--- src/rtl/otter_intrpt_ctrl_if.sv ---
// Interrupt request handshake between the interrupt controller and the CU FSM.
// Controller raises vld/id; the CU answers with a one-cycle taken pulse.
interface otter_intrpt_ctrl_if #(
  parameter int NUM_SRC = 8,
  parameter int IDW     = (NUM_SRC > 1) ? $clog2(NUM_SRC) : 1
);
  logic           intrpt_vld;
  logic [IDW-1:0] intrpt_id;
  logic           intrpt_taken;

  modport master (
    output intrpt_vld,
    output intrpt_id,
    input  intrpt_taken
  );

  modport slave (
    input  intrpt_vld,
    input  intrpt_id,
    output intrpt_taken
  );
endinterface

--- src/rtl/otter_intrpt_ctrl.sv ---
// Interrupt controller: sync + edge-detect sources into pending latches,
// mask, pick lowest index, and present one request at a time to the CU.
module otter_intrpt_ctrl #(
  parameter int NUM_SRC     = 8,
  parameter int SYNC_STAGES = 2,
  parameter int GAP_CYCLES  = 1
) (
  input  logic               clk,
  input  logic               rst,
  input  logic [NUM_SRC-1:0] src_irq,
  input  logic               mask_we,
  input  logic [NUM_SRC-1:0] mask_wdata,
  output logic [NUM_SRC-1:0] mask,
  output logic [NUM_SRC-1:0] pending,
  otter_intrpt_ctrl_if.master irq_if
);

  localparam int IDW = (NUM_SRC > 1) ? $clog2(NUM_SRC) : 1;
  localparam int GW  = (GAP_CYCLES > 1) ? $clog2(GAP_CYCLES) : 1;

  typedef enum logic [1:0] {
    IDLE   = 2'd0,
    ASSERT = 2'd1,
    GAP    = 2'd2
  } state_e;

  logic [SYNC_STAGES-1:0][NUM_SRC-1:0] sync_q;
  logic [NUM_SRC-1:0] hist_q;
  logic [NUM_SRC-1:0] pend_q, pend_d;
  logic [NUM_SRC-1:0] mask_q, mask_d;
  logic [NUM_SRC-1:0] rise;
  logic [NUM_SRC-1:0] clr;
  logic [NUM_SRC-1:0] elig;
  logic [IDW-1:0]     win;

  state_e         state_q, state_d;
  logic           vld_q, vld_d;
  logic [IDW-1:0] id_q, id_d;
  logic [GW-1:0]  gap_q, gap_d;

  // Only the last sync stage is safe to use; history gives edges.
  assign rise = sync_q[SYNC_STAGES-1] & ~hist_q;
  assign elig = pend_q & ~mask_q;

  always_comb begin
    win = '0;
    for (int i = NUM_SRC - 1; i >= 0; i--) begin
      if (elig[i]) win = IDW'(i);
    end
  end

  always_comb begin
    state_d = state_q;
    vld_d   = vld_q;
    id_d    = id_q;
    gap_d   = gap_q;
    clr     = '0;
    unique case (state_q)
      IDLE: begin
        vld_d = 1'b0;
        if (|elig) begin
          id_d    = win;
          vld_d   = 1'b1;
          state_d = ASSERT;
        end
      end
      ASSERT: begin
        vld_d = 1'b1;
        if (irq_if.intrpt_taken) begin
          clr[id_q] = 1'b1;
          vld_d     = 1'b0;
          gap_d     = GW'(GAP_CYCLES - 1);
          state_d   = GAP;
        end
      end
      GAP: begin
        vld_d = 1'b0;
        if (gap_q == '0) begin
          state_d = IDLE;
        end else begin
          gap_d = gap_q - GW'(1);
        end
      end
      default: begin
        vld_d   = 1'b0;
        state_d = IDLE;
      end
    endcase
  end

  // A fresh edge on the same cycle as the clear keeps the bit set.
  assign pend_d = (pend_q & ~clr) | rise;
  assign mask_d = mask_we ? mask_wdata : mask_q;

  always_ff @(posedge clk) begin
    if (rst) begin
      sync_q  <= '0;
      hist_q  <= '0;
      pend_q  <= '0;
      mask_q  <= '1;
      state_q <= IDLE;
      vld_q   <= 1'b0;
      id_q    <= '0;
      gap_q   <= '0;
    end else begin
      sync_q  <= {sync_q[SYNC_STAGES-2:0], src_irq};
      hist_q  <= sync_q[SYNC_STAGES-1];
      pend_q  <= pend_d;
      mask_q  <= mask_d;
      state_q <= state_d;
      vld_q   <= vld_d;
      id_q    <= id_d;
      gap_q   <= gap_d;
    end
  end

  assign mask              = mask_q;
  assign pending           = pend_q;
  assign irq_if.intrpt_vld = vld_q;
  assign irq_if.intrpt_id  = id_q;

endmodule

--- src/flat_wrapper.sv ---
// flat-port wrapper written by rule: the top's interface ports become plain ports
module otter_intrpt_ctrl_flat 
#(
  parameter int NUM_SRC     = 8,
  parameter int SYNC_STAGES = 2,
  parameter int GAP_CYCLES  = 1
)
  (clk, rst, src_irq, mask_we, mask_wdata, mask, pending, irq_if_intrpt_vld, irq_if_intrpt_id, irq_if_intrpt_taken);
  otter_intrpt_ctrl_if #(.NUM_SRC(NUM_SRC)) irq_if_i ();
  input  logic clk;
  input  logic rst;
  input  logic [NUM_SRC-1:0] src_irq;
  input  logic mask_we;
  input  logic [NUM_SRC-1:0] mask_wdata;
  output logic [NUM_SRC-1:0] mask;
  output logic [NUM_SRC-1:0] pending;
  output wire logic [$bits(irq_if_i.intrpt_vld)-1:0] irq_if_intrpt_vld;
  output wire logic [$bits(irq_if_i.intrpt_id)-1:0] irq_if_intrpt_id;
  input wire logic [$bits(irq_if_i.intrpt_taken)-1:0] irq_if_intrpt_taken;
  assign irq_if_intrpt_vld = irq_if_i.intrpt_vld;
  assign irq_if_intrpt_id = irq_if_i.intrpt_id;
  assign irq_if_i.intrpt_taken = irq_if_intrpt_taken;
  otter_intrpt_ctrl #(.NUM_SRC(NUM_SRC), .SYNC_STAGES(SYNC_STAGES), .GAP_CYCLES(GAP_CYCLES)) u_core (.clk(clk), .rst(rst), .src_irq(src_irq), .mask_we(mask_we), .mask_wdata(mask_wdata), .mask(mask), .pending(pending), .irq_if(irq_if_i));
endmodule
--- config.mk ---
export PLATFORM = sky130hd
export DESIGN_NAME = otter_intrpt_ctrl_flat
export DESIGN_NICKNAME = d
export VERILOG_FILES = /design/src/rtl/otter_intrpt_ctrl_if.sv /design/src/rtl/otter_intrpt_ctrl.sv /design/src/flat_wrapper.sv
export SDC_FILE = /design/constraint.sdc
export NUM_CORES = 1
export LEC_CHECK = 0
export ABC_AREA = 0
export CORE_MARGIN = 2
export CORE_UTILIZATION = 48
export DETAILED_ROUTE_END_ITERATION = 8
export GPL_ROUTABILITY_DRIVEN = 1
export PLACE_DENSITY = 0.78
export SLEW_MARGIN = 20
export SYNTH_ARGS = -nofsm -noshare
export SYNTH_HDL_FRONTEND = slang
export SYNTH_SLANG_ARGS = --single-unit
--- constraint.sdc ---
create_clock -name clk -period 1.4 [get_ports clk]
set_input_delay 0.28 -clock clk [delete_from_list [all_inputs] [get_ports clk]]
set_output_delay 0.28 -clock clk [all_outputs]
set_load 0.02 [all_outputs]
==> results.py <==
metrics = {
    "timing": {
        "fin_hold_ws_ns": 0.451,
        "rsz0062_at_grt": "false",
        "tightest_slew_ns": 0.368,
        "fmax_mhz": 742,
        "maxSlewHeadroom_pct": 75.4,
        "drv_slew": 0,
        "period_share_pct": 96.3,
        "setup_violations": 0,
        "skew_ns": 0.00935,
        "hold_viol": 0,
        "finalCriticalPeriod_ns": 1.35,
    },
    "clock_network": {
        "cts-buffers-inserted": 5,
        "htree_num_levels": 2,
        "ctsLongestPathBuffers": 2,
        "cts_resized": 29,
        "cts_tree": "yes",
        "hold_buffers": 0,
        "postCtsSetupRepairBufs": 0,
        "clkTransAtPathRegs_ns": 0.13,
        "insertion_delay_ns": 0.35,
        "root_buffer": "clkbuf_4",
        "cts.sinks": 46,
    },
    "route": {
        "wl_per_cell_um": 13.1,
        "drtAntennaViolNets": 0,
        "drt_pass1_iterations": 4,
        "vias": 1242,
        "via_per_inst": 4.95,
        "finalWirelength_mm": 3.30,
        "drc": 0,
        "drtIter0Drc": 30,
    },
    "yosys": {
        "synth_edf_count": 0,
        "synth-seq-area-share_pct": 56.2,
        "syn_nets": 175,
        "synth.most_common_cell": "dfxtp_1",
        "synth.top_cell.area_share_pct": 56.2,
        "async_reset_ff_share_pct": 0,
        "ys_warn_count": 0,
        "synth_ff_type": "dfxtp_1",
        "syn_inst": 155,
        "avgSynthCellArea_um2": 10.6,
        "synth_cell_type_count": 29,
        "synth_top_area_cell": "dfxtp_1",
        "synth_area_leaders": "dfxtp_1 56%, nor2b_1 13%, nand2b_1 5.7%",
        "ys_seq_elements": 46,
        "yosys-top-cells-count": "46 x dfxtp_1, 34 x nor2b_1, 15 x nand2b_1, 10 x a21oi_1, 8 x a211o_1",
        "syn_area_um2": 1640,
    },
    "global_routing": {
        "grt_pass1_vias": 1266,
        "grt_start_max_net_pins": 36,
        "antenna_found_initial": 0,
        "gr-total-overflow": 0,
        "grt_pass1_wl_mm": 5.67,
        "grt_util_all_layers_pct": 18.9,
    },
    "critical_path": {
        "reg2reg_to": "u_core.irq_if.intrpt_id[0]",
        "max_stage_delay_ns": 0.38,
        "crit_arrival_ns": 1.07,
        "critPathTopFamily": "flip-flops",
        "crit_required_ns": 1.12,
        "startpoint_type": "flop",
        "r2r_start": "u_core.mask[6]",
        "r2r_cells": 4,
        "r2r_setup_slack_ns": 0.14,
        "setup.worst_path.class": "flop to primary output",
        "cp_num_buf_inv": 1,
        "slowest_stage": "dfxtp_1",
        "crit_path_max_fanout": 4,
        "cp-end-kind": "primary output",
        "worstPathCellList": "dlygate4sd2_1",
    },
    "die": {
        "start_util_pct": 49.5,
        "die_h_um": 62.4,
        "die-area_um2": 3900,
        "die_x_um": 62.4,
        "io_pins": 40,
        "core_um2": 3310,
        "row_count": 21,
    },
    "power": {
        "leakagePower_nw": 0.845,
        "power.density_nw_per_um2": 1100,
        "ir_drop_mv": 0.790,
    },
    "final_layout": {
        "stdcell_count": 251,
        "layout.nets": 224,
        "area_growth_pct": 31.5,
        "diodes": 0,
        "postLayoutCoreUtil_pct": 65.1,
        "final_layout_size_suffix_gt1_share_pct": 17.6,
    },
    "hold_path": {
        "min_from": "u_core.sync_q[0]",
        "hold_path.class": "flop to flop",
        "hold_depth": 1,
        "min_to": "u_core.sync_q[8]",
    },
    "flow_run": {
        "drv_cap": 0,
    },
    "place": {
        "io_buffers": 39,
        "place_inst": 243,
        "gp_congestion": 0.821,
    },
    "status": {
        "outcome": "completed",
    },
}
-- power breakdown --
| group | total, mW | leakage (nW) | switching [mW] | internal (mW) |
|---|---|---|---|---|
| Combinational | 0.350 | 0.431 | 0.169 | 0.181 |
| Sequential | 1.42 | 0.379 | 0.0427 | 1.38 |
| Clock | 0.606 | 0.0354 | 0.410 | 0.197 |
-- registers in the layout, summed over array words and instances (netlist names) --
signal and flops:
u_core.pending 8, u_core.irq_if.intrpt_vld 1, u_core.sync_q 16, u_core.hist_q 8, u_core.mask 8, u_core.irq_if.intrpt_id 3, u_core.state_q 2
-- how the worst max path moves through the flow --
stage | from | to | slack [ns] | cells after the start
after floorplan | u_core.mask[2] | u_core.irq_if.intrpt_id[0] | 0.14 | 4
after global placement | irq_if_intrpt_taken | u_core.pending[0] | -0.15 | 5
after detailed placement | irq_if_intrpt_taken | u_core.pending[0] | -0.19 | 5
after CTS | u_core.pending[7] | pending[7] | 0.01 | 1
after global routing | u_core.pending[2] | pending[2] | 0.0001 | 1
final | u_core.mask[2] | mask[2] | 0.05 | 1
-- per-stage QoR --
stage / TNS (ns) / area (µm²) / worst slack, ns / total power, mW
2_1_floorplan: 0 / 1640 / 0.141 / 1.64
3_3_place_gp: -0.506 / 2140 / -0.148 / 1.82
3_5_place_dp: -0.796 / 2140 / -0.188 / 1.83
4_1_cts: 0 / 2180 / 0.0145 / 2.42
5_1_grt: 0 / 2150 / 0.000148 / 2.52
6_report: 0 / 2150 / 0.0519 / 2.38
-- layer usage --
| layer | vias up | global-route usage, % | share of wire (%) |
|---|---|---|---|
| met3 | 6 | 5.77 | 4.1 |
| li1 | 632 | - | - |
| met4 | 0 | 9.72 | 1.6 |
| met5 | - | 0 | 0 |
| met2 | 28 | 30.2 | 50 |
| met1 | 576 | 22.9 | 44 |
-- area by class of cell --
class	count	area, µm²
repair buffers	48	425
inverters	1	3.75
multi-input cells	102	689
flip-flops and latches	46	922
well taps	46	57.6
clock buffers	5	37.5
clock inverters	3	18.8
fillers	295	1160
-- kinds of logic (layout without fill, tap and decap cells) --
family | after synthesis | in the layout | synth area share (%)
AO/OA/AOI/OAI | 36 | 36 | 15.6
buffers and inverters | 7 | 57 | 1.76
flip-flops | 46 | 46 | 56.2
AND/OR/NAND/NOR | 66 | 66 | 26.4
-- cell usage in the layout (no fill, tap or decap), drive strengths merged --
cell and n:
a31oi 1, o2111ai 1, nor3 1, nor2 2, nand3b 1, inv 2, clkinv 2, nor2b 34
a2111oi 2, dlygate4sd2 10, clkdlybuf4s50 19, nand2b 19, o21ai 8, or2 1, buf 9, o221ai 1
a211o 8, or3 1, a21oi 10, nand2 3, o31ai 2, a31o 1, clkdlybuf4s15 3, clkbuf 12
nand4b 1, dfxtp 46, nand4 3, a211oi 2
(Power assumes the default switching activity.)
